==> src/rtl/decode_pipe_stage_if.sv <==
// rtl/decode_pipe_stage_if.sv - fetch-side and execute-side handshake bundle of the decode stage
interface decode_pipe_stage_if #(
  parameter int XLEN     = 32,
  parameter int PC_WIDTH = 32
);
  logic                in_valid;
  logic                in_ready;
  logic [31:0]         in_instr;
  logic [PC_WIDTH-1:0] in_pc;
  logic                out_valid;
  logic                out_ready;
  logic [PC_WIDTH-1:0] out_pc;
  logic [4:0]          rs1_addr;
  logic [4:0]          rs2_addr;
  logic [4:0]          rd_addr;
  logic [2:0]          funct3;
  logic [XLEN-1:0]     imm;
  logic [3:0]          alu_op;
  logic                reg_write;
  logic                alu_src;
  logic                mem_read;
  logic                mem_write;
  logic                mem_to_reg;
  logic                branch;
  logic                jump;
  logic                jump_reg;
  logic                illegal;

  modport master (
    output in_valid, in_instr, in_pc, out_ready,
    input  in_ready, out_valid, out_pc, rs1_addr, rs2_addr, rd_addr, funct3, imm, alu_op,
           reg_write, alu_src, mem_read, mem_write, mem_to_reg, branch, jump, jump_reg, illegal
  );

  modport slave (
    input  in_valid, in_instr, in_pc, out_ready,
    output in_ready, out_valid, out_pc, rs1_addr, rs2_addr, rd_addr, funct3, imm, alu_op,
           reg_write, alu_src, mem_read, mem_write, mem_to_reg, branch, jump, jump_reg, illegal
  );
endinterface

==> src/rtl/decode_pipe_stage.sv <==
// rtl/decode_pipe_stage.sv - registered RISC-V decode stage with valid/ready, backpressure and flush
// Optional M-extension decode is enabled by defining DECODE_M_EXT_EN.
module decode_pipe_stage #(
  parameter int XLEN     = 32,
  parameter int PC_WIDTH = 32
) (
  input logic               clk,
  input logic               rst,
  input logic               flush,
  decode_pipe_stage_if.slave bus
);
  localparam logic [6:0] OP_R      = 7'b0110011;
  localparam logic [6:0] OP_IMM    = 7'b0010011;
  localparam logic [6:0] OP_LOAD   = 7'b0000011;
  localparam logic [6:0] OP_STORE  = 7'b0100011;
  localparam logic [6:0] OP_BRANCH = 7'b1100011;
  localparam logic [6:0] OP_JAL    = 7'b1101111;
  localparam logic [6:0] OP_JALR   = 7'b1100111;
  localparam logic [6:0] OP_LUI    = 7'b0110111;
  localparam logic [6:0] OP_AUIPC  = 7'b0010111;

  localparam logic [6:0] F7_BASE = 7'b0000000;
  localparam logic [6:0] F7_ALT  = 7'b0100000;

  localparam logic [3:0] ALU_ADD   = 4'd0;
  localparam logic [3:0] ALU_SUB   = 4'd1;
  localparam logic [3:0] ALU_AND   = 4'd2;
  localparam logic [3:0] ALU_OR    = 4'd3;
  localparam logic [3:0] ALU_XOR   = 4'd4;
  localparam logic [3:0] ALU_SLL   = 4'd5;
  localparam logic [3:0] ALU_SRL   = 4'd6;
  localparam logic [3:0] ALU_SRA   = 4'd7;
  localparam logic [3:0] ALU_SLT   = 4'd8;
  localparam logic [3:0] ALU_SLTU  = 4'd9;
  localparam logic [3:0] ALU_PASSB = 4'd10;
`ifdef DECODE_M_EXT_EN
  localparam logic [6:0] F7_MUL   = 7'b0000001;
  localparam logic [3:0] ALU_MUL  = 4'd11;
  localparam logic [3:0] ALU_MULH = 4'd12;
  localparam logic [3:0] ALU_DIV  = 4'd13;
  localparam logic [3:0] ALU_REM  = 4'd14;
`endif

  // alt selects SUB/SRA; callers only raise it where instr[30] is meaningful
  function automatic logic [3:0] base_op(input logic [2:0] f3, input logic alt);
    case (f3)
      3'b000:  base_op = alt ? ALU_SUB : ALU_ADD;
      3'b001:  base_op = ALU_SLL;
      3'b010:  base_op = ALU_SLT;
      3'b011:  base_op = ALU_SLTU;
      3'b100:  base_op = ALU_XOR;
      3'b101:  base_op = alt ? ALU_SRA : ALU_SRL;
      3'b110:  base_op = ALU_OR;
      default: base_op = ALU_AND;
    endcase
  endfunction

  logic [31:0]         ins;
  logic [6:0]          opcode;
  logic [6:0]          funct7;
  logic [2:0]          f3;
  logic [PC_WIDTH-1:0] pc_d;
  logic [XLEN-1:0]     imm_i, imm_s, imm_b, imm_u, imm_j;
  logic [XLEN-1:0]     d_imm;
  logic [3:0]          d_alu;
  logic                d_rw, d_as, d_mr, d_mw, d_mtr, d_br, d_j, d_jr, d_ill;
  logic                capture;

  assign ins    = bus.in_instr;
  assign pc_d   = bus.in_pc;
  assign opcode = ins[6:0];
  assign funct7 = ins[31:25];
  assign f3     = ins[14:12];

  assign imm_i = {{(XLEN-12){ins[31]}}, ins[31:20]};
  assign imm_s = {{(XLEN-12){ins[31]}}, ins[31:25], ins[11:7]};
  assign imm_b = {{(XLEN-13){ins[31]}}, ins[31], ins[7], ins[30:25], ins[11:8], 1'b0};
  assign imm_u = {{(XLEN-32){ins[31]}}, ins[31:12], 12'b0};
  assign imm_j = {{(XLEN-21){ins[31]}}, ins[31], ins[19:12], ins[20], ins[30:21], 1'b0};

  always_comb begin
    d_imm = '0;
    d_alu = ALU_ADD;
    d_rw  = 1'b0;
    d_as  = 1'b0;
    d_mr  = 1'b0;
    d_mw  = 1'b0;
    d_mtr = 1'b0;
    d_br  = 1'b0;
    d_j   = 1'b0;
    d_jr  = 1'b0;
    d_ill = 1'b0;
    case (opcode)
      OP_R: begin
        d_rw = 1'b1;
        if (funct7 == F7_BASE || (funct7 == F7_ALT && (f3 == 3'b000 || f3 == 3'b101)))
          d_alu = base_op(f3, funct7[5]);
`ifdef DECODE_M_EXT_EN
        else if (funct7 == F7_MUL)
          d_alu = (f3 == 3'b000) ? ALU_MUL  :
                  (!f3[2])       ? ALU_MULH :
                  (!f3[1])       ? ALU_DIV  : ALU_REM;
`endif
        else
          d_ill = 1'b1;
      end
      OP_IMM: begin
        d_rw  = 1'b1;
        d_as  = 1'b1;
        d_imm = imm_i;
        if (f3 == 3'b001) begin
          d_alu = ALU_SLL;
          d_ill = (funct7 != F7_BASE);
        end else if (f3 == 3'b101) begin
          d_alu = funct7[5] ? ALU_SRA : ALU_SRL;
          d_ill = !(funct7 == F7_BASE || funct7 == F7_ALT);
        end else begin
          d_alu = base_op(f3, 1'b0);
        end
      end
      OP_LOAD: begin
        d_rw = 1'b1; d_as = 1'b1; d_mr = 1'b1; d_mtr = 1'b1; d_imm = imm_i;
      end
      OP_STORE:  begin d_mw = 1'b1; d_imm = imm_s; end
      OP_BRANCH: begin d_br = 1'b1; d_alu = ALU_SUB; d_imm = imm_b; end
      OP_JAL:    begin d_rw = 1'b1; d_j = 1'b1; d_imm = imm_j; end
      OP_JALR: begin
        d_rw = 1'b1; d_as = 1'b1; d_j = 1'b1; d_jr = 1'b1; d_imm = imm_i;
      end
      OP_LUI:    begin d_rw = 1'b1; d_as = 1'b1; d_alu = ALU_PASSB; d_imm = imm_u; end
      OP_AUIPC:  begin d_rw = 1'b1; d_as = 1'b1; d_imm = imm_u; end
      default:   d_ill = 1'b1;
    endcase
    // an illegal bundle must carry no side effects into execute, only the trap flag
    if (d_ill) begin
      d_alu = ALU_ADD;
      d_rw  = 1'b0; d_as = 1'b0; d_mr = 1'b0; d_mw = 1'b0;
      d_mtr = 1'b0; d_br = 1'b0; d_j  = 1'b0; d_jr = 1'b0;
    end
    if (ins[11:7] == 5'd0)
      d_rw = 1'b0;
  end

  assign bus.in_ready = !bus.out_valid || bus.out_ready;
  assign capture      = bus.in_valid && bus.in_ready && !flush;

  always_ff @(posedge clk) begin
    if (rst) begin
      bus.out_valid  <= 1'b0;
      bus.out_pc     <= '0;
      bus.rs1_addr   <= '0;
      bus.rs2_addr   <= '0;
      bus.rd_addr    <= '0;
      bus.funct3     <= '0;
      bus.imm        <= '0;
      bus.alu_op     <= '0;
      bus.reg_write  <= 1'b0;
      bus.alu_src    <= 1'b0;
      bus.mem_read   <= 1'b0;
      bus.mem_write  <= 1'b0;
      bus.mem_to_reg <= 1'b0;
      bus.branch     <= 1'b0;
      bus.jump       <= 1'b0;
      bus.jump_reg   <= 1'b0;
      bus.illegal    <= 1'b0;
    end else if (flush) begin
      bus.out_valid <= 1'b0;
    end else if (capture) begin
      bus.out_valid  <= 1'b1;
      bus.out_pc     <= pc_d;
      bus.rs1_addr   <= ins[19:15];
      bus.rs2_addr   <= ins[24:20];
      bus.rd_addr    <= ins[11:7];
      bus.funct3     <= f3;
      bus.imm        <= d_imm;
      bus.alu_op     <= d_alu;
      bus.reg_write  <= d_rw;
      bus.alu_src    <= d_as;
      bus.mem_read   <= d_mr;
      bus.mem_write  <= d_mw;
      bus.mem_to_reg <= d_mtr;
      bus.branch     <= d_br;
      bus.jump       <= d_j;
      bus.jump_reg   <= d_jr;
      bus.illegal    <= d_ill;
    end else if (bus.out_ready) begin
      bus.out_valid <= 1'b0;
    end
  end
endmodule

==> src/flat_wrapper.sv <==
// flat-port wrapper written by rule: the top's interface ports become plain ports
module decode_pipe_stage_flat 
#(
  parameter int XLEN     = 32,
  parameter int PC_WIDTH = 32
)
  (clk, rst, flush, bus_in_valid, bus_in_instr, bus_in_pc, bus_out_ready, bus_in_ready, bus_out_valid, bus_out_pc, bus_rs1_addr, bus_rs2_addr, bus_rd_addr, bus_funct3, bus_imm, bus_alu_op, bus_reg_write, bus_alu_src, bus_mem_read, bus_mem_write, bus_mem_to_reg, bus_branch, bus_jump, bus_jump_reg, bus_illegal);
  decode_pipe_stage_if #(.XLEN(XLEN), .PC_WIDTH(PC_WIDTH)) bus_i ();
  input logic clk;
  input logic rst;
  input logic flush;
  input wire logic [$bits(bus_i.in_valid)-1:0] bus_in_valid;
  input wire logic [$bits(bus_i.in_instr)-1:0] bus_in_instr;
  input wire logic [$bits(bus_i.in_pc)-1:0] bus_in_pc;
  input wire logic [$bits(bus_i.out_ready)-1:0] bus_out_ready;
  output wire logic [$bits(bus_i.in_ready)-1:0] bus_in_ready;
  output wire logic [$bits(bus_i.out_valid)-1:0] bus_out_valid;
  output wire logic [$bits(bus_i.out_pc)-1:0] bus_out_pc;
  output wire logic [$bits(bus_i.rs1_addr)-1:0] bus_rs1_addr;
  output wire logic [$bits(bus_i.rs2_addr)-1:0] bus_rs2_addr;
  output wire logic [$bits(bus_i.rd_addr)-1:0] bus_rd_addr;
  output wire logic [$bits(bus_i.funct3)-1:0] bus_funct3;
  output wire logic [$bits(bus_i.imm)-1:0] bus_imm;
  output wire logic [$bits(bus_i.alu_op)-1:0] bus_alu_op;
  output wire logic [$bits(bus_i.reg_write)-1:0] bus_reg_write;
  output wire logic [$bits(bus_i.alu_src)-1:0] bus_alu_src;
  output wire logic [$bits(bus_i.mem_read)-1:0] bus_mem_read;
  output wire logic [$bits(bus_i.mem_write)-1:0] bus_mem_write;
  output wire logic [$bits(bus_i.mem_to_reg)-1:0] bus_mem_to_reg;
  output wire logic [$bits(bus_i.branch)-1:0] bus_branch;
  output wire logic [$bits(bus_i.jump)-1:0] bus_jump;
  output wire logic [$bits(bus_i.jump_reg)-1:0] bus_jump_reg;
  output wire logic [$bits(bus_i.illegal)-1:0] bus_illegal;
  assign bus_i.in_valid = bus_in_valid;
  assign bus_i.in_instr = bus_in_instr;
  assign bus_i.in_pc = bus_in_pc;
  assign bus_i.out_ready = bus_out_ready;
  assign bus_in_ready = bus_i.in_ready;
  assign bus_out_valid = bus_i.out_valid;
  assign bus_out_pc = bus_i.out_pc;
  assign bus_rs1_addr = bus_i.rs1_addr;
  assign bus_rs2_addr = bus_i.rs2_addr;
  assign bus_rd_addr = bus_i.rd_addr;
  assign bus_funct3 = bus_i.funct3;
  assign bus_imm = bus_i.imm;
  assign bus_alu_op = bus_i.alu_op;
  assign bus_reg_write = bus_i.reg_write;
  assign bus_alu_src = bus_i.alu_src;
  assign bus_mem_read = bus_i.mem_read;
  assign bus_mem_write = bus_i.mem_write;
  assign bus_mem_to_reg = bus_i.mem_to_reg;
  assign bus_branch = bus_i.branch;
  assign bus_jump = bus_i.jump;
  assign bus_jump_reg = bus_i.jump_reg;
  assign bus_illegal = bus_i.illegal;
  decode_pipe_stage #(.XLEN(XLEN), .PC_WIDTH(PC_WIDTH)) u_core (.clk(clk), .rst(rst), .flush(flush), .bus(bus_i));
endmodule
==> config.mk <==
export PLATFORM = sky130hd
export DESIGN_NAME = decode_pipe_stage_flat
export DESIGN_NICKNAME = d
export VERILOG_FILES = /design/src/rtl/decode_pipe_stage_if.sv /design/src/rtl/decode_pipe_stage.sv /design/src/flat_wrapper.sv
export SDC_FILE = /design/constraint.sdc
export NUM_CORES = 1
export LEC_CHECK = 0
export ABC_AREA = 0
export BUFFER_PORTS_ARGS = -buffer_cell sky130_fd_sc_hd__buf_2
export CORE_UTILIZATION = 51
export CTS_CLUSTER_DIAMETER = 100
export DETAILED_ROUTE_END_ITERATION = 8
export PLACE_DENSITY = 0.82
export SYNTH_ARGS = -nofsm -noshare
export SYNTH_HDL_FRONTEND = slang
export SYNTH_SLANG_ARGS = --single-unit
==> constraint.sdc <==
create_clock -name clk -period 2.6 [get_ports clk]
set_input_delay 0.13 -clock clk [delete_from_list [all_inputs] [get_ports clk]]
set_output_delay 0.13 -clock clk [all_outputs]
set_load 0.1 [all_outputs]
After elaboration in Yosys (flattened, before gate mapping)
Cells that the tools add are included.

Add/sub/neg operators: 0. $lt $le $gt $ge: 0. Div/mod/pow operators: 0. Shift operators: 0. Equal/unequal tests: 16. $mul: 0. Multiplexer cells: 31. Reduce and logical (&&, ||, !) cells: 23. Bitwise logic cells: 1.

Operators with widths (count): 32-bit case mux with 5 select lines (1); 7-bit by 6-bit equality test with 1-bit output, second input constant (4); 4-bit case mux with 7 select lines (1); 1-bit two-way mux (22); 7-bit equality test, second input constant (3); 4-bit case mux with 5 select lines (1); 4-bit two-way mux (4); 4-bit case mux with 4 select lines (1); 7-bit by 5-bit equality test with 1-bit output, second input constant (2); 7-bit OR reduction (2); 3-bit equality test, second input constant (3); 7-bit by 2-bit equality test with 1-bit output, second input constant (1); 7-bit logical NOT (1); 7-bit nonzero test (1); 3-bit by 2-bit equality test with 1-bit output, second input constant (2); 2-bit OR reduction (3); 5-bit logical NOT (1); 5-bit OR reduction (1); 1-bit logical OR (4); 3-bit by 1-bit equality test with 1-bit output, second input constant (1); 1-bit logical AND (3); 1-bit logical NOT (3); 3-bit logical NOT (1); 1-bit case mux with 3 select lines (1); other kinds (4) (4).

Logic and storage cells: 87. Bits in read-only memories: 0. RAM bits: 0. Latch bits: 0. Register bits: 95. Memories: 0.

Depth between registers and ports, before layout
Depth in word-level cells: 8. Depth in mapped cells: 8.

Least setup slack after synthesis
OpenSTA, ideal clock, no wires.

Kind: register to register. From: reg u_core.bus.out_valid. To: reg u_core.bus.alu_op[2]. Setup slack: -0.205 ns. Arrival: 2.734 ns. Setup time: 0.070 ns. Buffers on the path: 0. Data required time: 2.530 ns. Stages on the path, launching flop included: 7. Path through: dfxtp_1 > nor2b_1 > inv_1 > nand3b_1 > a311o_1 > or4_1 > a21oi_1.

Longest elaborated chain between the ends: 5.

RTL lines: from (decl) (RTL line decode_pipe_stage_if.sv:37) `output in_ready, out_valid, out_pc, rs1_addr, rs2_addr, rd_addr, funct3, imm, alu_op,`; from (signal assigned) (RTL line decode_pipe_stage.sv:149) `bus.out_valid <= 1'b0;`; from (signal assigned) (RTL line decode_pipe_stage.sv:167) `bus.out_valid <= 1'b0;`; from (signal assigned) (RTL line decode_pipe_stage.sv:169) `bus.out_valid <= 1'b1;`; 1-bit logical NOT (RTL line decode_pipe_stage.sv:144) `assign bus.in_ready = !bus.out_valid || bus.out_ready;`; 1-bit logical OR (RTL line decode_pipe_stage.sv:144); net bus_in_ready (RTL line flat_wrapper.sv:16) `output wire logic [$bits(bus_i.in_ready)-1:0] bus_in_ready;`; 1-bit logical AND (2 in series) (RTL line decode_pipe_stage.sv:145) `assign capture = bus.in_valid && bus.in_ready && !flush;`; 2-bit AND reduction (no source line); to (signal assigned) (RTL line decode_pipe_stage.sv:176) `bus.alu_op <= d_alu;`; to (decl) (RTL line decode_pipe_stage_if.sv:37).

The timed path passes the listed nets, and every way through them passes these cells. A chain may end at the register's enable or synchronous reset.

Worst setup path after layout
From: reg u_core.bus.out_valid. To: reg u_core.bus.jump_reg.

Longest elaborated chain between the ends: 5.

RTL lines: 1-bit logical NOT (RTL line decode_pipe_stage.sv:144); 1-bit logical OR (RTL line decode_pipe_stage.sv:144); 1-bit logical AND (2 in series) (RTL line decode_pipe_stage.sv:145); 2-bit AND reduction (no source line); to (signal assigned) (RTL line decode_pipe_stage.sv:184) `bus.jump_reg <= d_jr;`; to (decl) (RTL line decode_pipe_stage_if.sv:38) `reg_write, alu_src, mem_read, mem_write, mem_to_reg, branch, jump, jump_reg, illegal`.

No other way between the ends.

==> report_table.html <==
<table>
<tr><th>Metric</th><th>Value</th></tr>
<tr><th colspan="2">Placement</th></tr>
<tr><td>Final weighted congestion in routability-driven placement</td><td>0.909</td></tr>
<tr><td>Port buffer count</td><td>165</td></tr>
<tr><td>Total cell area at the placement stage</td><td>0.00465 mm²</td></tr>
<tr><td>Instance count after placement with tap cells included</td><td>699</td></tr>
<tr><td>Half-perimeter wire length after detailed placement</td><td>7830 µm</td></tr>
<tr><th colspan="2">Floorplanning</th></tr>
<tr><td>Starting utilization of the core area</td><td>52.7%</td></tr>
<tr><td>Core region area</td><td>0.00721 mm²</td></tr>
<tr><td>Full die area</td><td>0.00780 mm²</td></tr>
<tr><td>Die Wd</td><td>88.3 µm</td></tr>
<tr><td>IO Count</td><td>166</td></tr>
<tr><td>Count of standard-cell rows</td><td>31</td></tr>
<tr><td>Die Y</td><td>88.3 µm</td></tr>
<tr><th colspan="2">Final layout</th></tr>
<tr><td>Top library cells by usage in the layout, fill and taps aside</td><td>sky130_fd_sc_hd__buf_2, sky130_fd_sc_hd__nand2_1, sky130_fd_sc_hd__dfxtp_1, sky130_fd_sc_hd__a21oi_1, sky130_fd_sc_hd__nor2_1</td></tr>
<tr><td>Layout cell share with drive strength beyond 1</td><td>31.7%</td></tr>
<tr><td>Fill count</td><td>594</td></tr>
<tr><td>Count of placed standard cells in the final layout, fillers left out</td><td>736</td></tr>
<tr><td>Most common library cell in the layout ignoring fill and taps</td><td>sky130_fd_sc_hd__buf_2</td></tr>
<tr><td>Post-route cell area</td><td>0.00506 mm²</td></tr>
<tr><td>Largest registers</td><td>u_core.bus.imm: 32 flops, u_core.bus.out_pc: 32 flops</td></tr>
<tr><td>Layout net count</td><td>701</td></tr>
<tr><td>Number of diodes</td><td>0</td></tr>
<tr><td>Area growth from synthesis to layout</td><td>33.1%</td></tr>
<tr><th colspan="2">Clocking</th></tr>
<tr><td>CTS Hold Bufs</td><td>19</td></tr>
<tr><td>CTS root buffer</td><td>sky130_fd_sc_hd__clkbuf_8</td></tr>
<tr><td>Clock-pin slew reported for the worst setup and hold paths after clock tree synthesis</td><td>0.10 ns</td></tr>
<tr><td>Clock tree buffer depth</td><td>2</td></tr>
<tr><td>Resized cells post-CTS</td><td>0</td></tr>
<tr><td>TritonCTS clock tree</td><td>built</td></tr>
<tr><td>Setup bufs post-CTS</td><td>0</td></tr>
<tr><td>CTS H-tree lvls</td><td>3</td></tr>
<tr><td># clock sinks</td><td>95</td></tr>
<tr><td>Number of buffers created by CTS</td><td>9</td></tr>
<tr><td>Clk Latency, worst-skew pair</td><td>0.36 ns</td></tr>
<tr><th colspan="2">Yosys</th></tr>
<tr><td>Async set-reset flop share out of synthesis</td><td>0%</td></tr>
<tr><td>Synthesized net count</td><td>535</td></tr>
<tr><td>Xor/xnor share of the synthesized area</td><td>0.230%</td></tr>
<tr><td>Synth Area in Adders</td><td>0%</td></tr>
<tr><td>Top_reg_cell synth</td><td>sky130_fd_sc_hd__dfxtp_1</td></tr>
<tr><td>Number of enable flip-flop cells after synthesis</td><td>0</td></tr>
<tr><td>Mapped cell area</td><td>0.00380 mm²</td></tr>
<tr><td>#FFs+latches synth</td><td>95</td></tr>
<tr><td>Complex-gate fraction of the synthesized area</td><td>23.6%</td></tr>
<tr><td>Simple-gate portion of the synthesized area</td><td>21.9%</td></tr>
<tr><td>Share of synthesized area spent on multiplexers</td><td>0%</td></tr>
<tr><td>Most area-consuming cells after synthesis</td><td>sky130_fd_sc_hd__dfxtp_1, sky130_fd_sc_hd__nand2_1, sky130_fd_sc_hd__a21oi_1</td></tr>
<tr><td>Post-synth top area share</td><td>50.0%</td></tr>
<tr><td>Mean Syn Cell Area</td><td>8.16 µm²</td></tr>
<tr><td>Number of instances in the synthesized netlist</td><td>466</td></tr>
<tr><td>Biggest area consumer among synthesized cells</td><td>sky130_fd_sc_hd__dfxtp_1</td></tr>
<tr><td>Combinational family with the most area after synthesis</td><td>compound AO/OA/AOI/OAI gates</td></tr>
<tr><td>Number of warnings printed during yosys synthesis</td><td>0</td></tr>
<tr><td>Cell variety after synth</td><td>54</td></tr>
<tr><td>Sequential cell area fraction in the yosys report</td><td>50.0%</td></tr>
<tr><th colspan="2">Timing</th></tr>
<tr><td>Final period demand of the worst path</td><td>2.03 ns</td></tr>
<tr><td>Number of setup violations in the final report</td><td>0</td></tr>
<tr><td>Unrepaired setup endpoints after global routing</td><td>false</td></tr>
<tr><td>Portion of the clock cycle consumed by the worst path in the final layout</td><td>77.9%</td></tr>
<tr><td>Setup Skew</td><td>0.0116 ns</td></tr>
<tr><td>Setup TNS Final</td><td>0 ns</td></tr>
<tr><td>Final hold slack</td><td>0.0132 ns</td></tr>
<tr><td>Max frequency</td><td>0.494 GHz</td></tr>
<tr><td>Transition at the pin with the smallest max-transition slack</td><td>1.12 ns</td></tr>
<tr><td>Final count of hold timing violations</td><td>0</td></tr>
<tr><td>Max-slew violation count</td><td>0</td></tr>
<tr><td>Relative slew slack</td><td>25.4%</td></tr>
<tr><th colspan="2">Global routing</th></tr>
<tr><td>Number of antenna violations at the first check in global routing</td><td>0</td></tr>
<tr><td>Global Route Usage Sum</td><td>28.2%</td></tr>
<tr><td>First-pass GRT wire length</td><td>17100 µm</td></tr>
<tr><td>Maximum number of pins on one net before global-route repair</td><td>67</td></tr>
<tr><td>Number of global-route vias before repair</td><td>3597</td></tr>
<tr><td>Total grt overflow</td><td>0</td></tr>
<tr><th colspan="2">Detailed routing</th></tr>
<tr><td>Detailed-route via count</td><td>4005</td></tr>
<tr><td>Remaining design rule violation count</td><td>0</td></tr>
<tr><td>Overall routed net length</td><td>11200 µm</td></tr>
<tr><td>Via density per instance</td><td>5.44</td></tr>
<tr><td>Initial DRC Count</td><td>257</td></tr>
<tr><td>Drt wl/cell</td><td>15.2 µm</td></tr>
<tr><td>Router iterations before antenna repair</td><td>5</td></tr>
<tr><td>Post-route antenna net violation count</td><td>0</td></tr>
<tr><th colspan="2">Flow run</th></tr>
<tr><td>Max-cap violations</td><td>0</td></tr>
<tr><th colspan="2">Setup path</th></tr>
<tr><td>Category of the worst setup path launch point</td><td>flop</td></tr>
<tr><td>Critical path endpoint category</td><td>flop</td></tr>
<tr><td>CP Max Fanout</td><td>28</td></tr>
<tr><td>Type of the setup path with the least slack</td><td>flop to flop</td></tr>
<tr><td>Required time of the critical path</td><td>2.90 ns</td></tr>
<tr><td>Arrival time of the worst setup path</td><td>2.33 ns</td></tr>
<tr><th colspan="2">Outcome</th></tr>
<tr><td>Status</td><td>finished, final reports clean</td></tr>
<tr><th colspan="2">Power and ir drop</th></tr>
<tr><td>Worst vdd ir</td><td>343 µV</td></tr>
<tr><td>LEAKAGE</td><td>2.23 nW</td></tr>
<tr><td>Pwr per Cell Area</td><td>619 mW/mm²</td></tr>
<tr><th colspan="2">Worst hold path</th></tr>
<tr><td>Hold/Removal Path Class</td><td>primary input to flop</td></tr>
</table>
-- area by class of cell --
cell class / instances / area [µm²] / share of cell area, %
multi-input combinational: 332 / 1750 / 34.5
clock inverter: 6 / 68.8 / 1.36
tap: 99 / 124 / 2.45
clock buffer: 10 / 128 / 2.52
inverter: 3 / 15.0 / 0.297
timing repair buffer: 191 / 1070 / 21.2
sequential: 95 / 1910 / 37.7
-- synthesized netlist by cell type (2+ instances only) --
cell and instances:
sky130_fd_sc_hd__nand2_1 127, sky130_fd_sc_hd__dfxtp_1 95, sky130_fd_sc_hd__a21oi_1 73, sky130_fd_sc_hd__nor2_1 25, sky130_fd_sc_hd__clkbuf_1 24, sky130_fd_sc_hd__o21ai_0 23
sky130_fd_sc_hd__a22oi_1 8, sky130_fd_sc_hd__nor3_1 8, sky130_fd_sc_hd__a22o_1 7, sky130_fd_sc_hd__a221oi_1 5, sky130_fd_sc_hd__buf_1 4, sky130_fd_sc_hd__buf_2 4
sky130_fd_sc_hd__nand2b_1 4, sky130_fd_sc_hd__inv_1 3, sky130_fd_sc_hd__nand3b_1 3, sky130_fd_sc_hd__or2_2 3, sky130_fd_sc_hd__a2bb2oi_1 2, sky130_fd_sc_hd__a32o_1 2
sky130_fd_sc_hd__and3_1 2, sky130_fd_sc_hd__buf_4 2, sky130_fd_sc_hd__clkbuf_2 2, sky130_fd_sc_hd__nand3_1 2, sky130_fd_sc_hd__nor3b_1 2, sky130_fd_sc_hd__o21a_1 2
sky130_fd_sc_hd__o21ai_1 2, sky130_fd_sc_hd__o31a_1 2, sky130_fd_sc_hd__o31ai_1 2, sky130_fd_sc_hd__or4_1 2
-- cell families (layout without fill, tap and decap cells) --
kind of cell	count (synthesis)	count (layout)
buf+inv	39	210
flops	95	95
xor+xnor	1	1
simple gates	189	189
compound gates	142	142
-- worst max-delay path: stages (launching register included) --
cell and delay, ns:
sky130_fd_sc_hd__dfxtp_4 0.35, sky130_fd_sc_hd__nor2b_1 0.34, sky130_fd_sc_hd__nor3b_2 0.13, sky130_fd_sc_hd__nor2_2 0.86, sky130_fd_sc_hd__a22o_1 0.28
-- through the flow --
stage / util, % / setup WS, ns / power [mW]
floorplan: - / 0.0838 / 2.01
global placement: 64.5 / 0.586 / 2.15
detailed placement: 64.5 / 0.484 / 2.16
CTS: 69.9 / 0.545 / 3.14
global route: 70.2 / 0.408 / 3.24
finish: 70.2 / 0.574 / 3.13
-- routing by layer --
metal	GRT usage, %	share of wire, %	up-vias
li1	-	-	1933
met1	36.0	43	1869
met2	47.1	49	179
met3	6.06	6.0	24
met4	10.4	2.3	0
met5	0	0	-
-- path summary, 6_finish.rpt --
path                          from               endpoint  slack, ns  cells past startpoint
max reg2reg   u_core.bus.out_valid    u_core.bus.jump_reg       0.57                      4
max           u_core.bus.out_valid    u_core.bus.jump_reg       0.57                      4
min reg2reg  u_core.bus.rd_addr[1]  u_core.bus.rd_addr[1]       0.45                      2
min                  bus_in_pc[16]  u_core.bus.out_pc[16]       0.01                      3
-- power by group --
part           internal [mW]  total [mW]  switching (mW)
Sequential              1.50        1.52          0.0202
Clock                  0.452       0.981           0.529
Combinational          0.142       0.635           0.493
(Power assumes the default switching activity.)
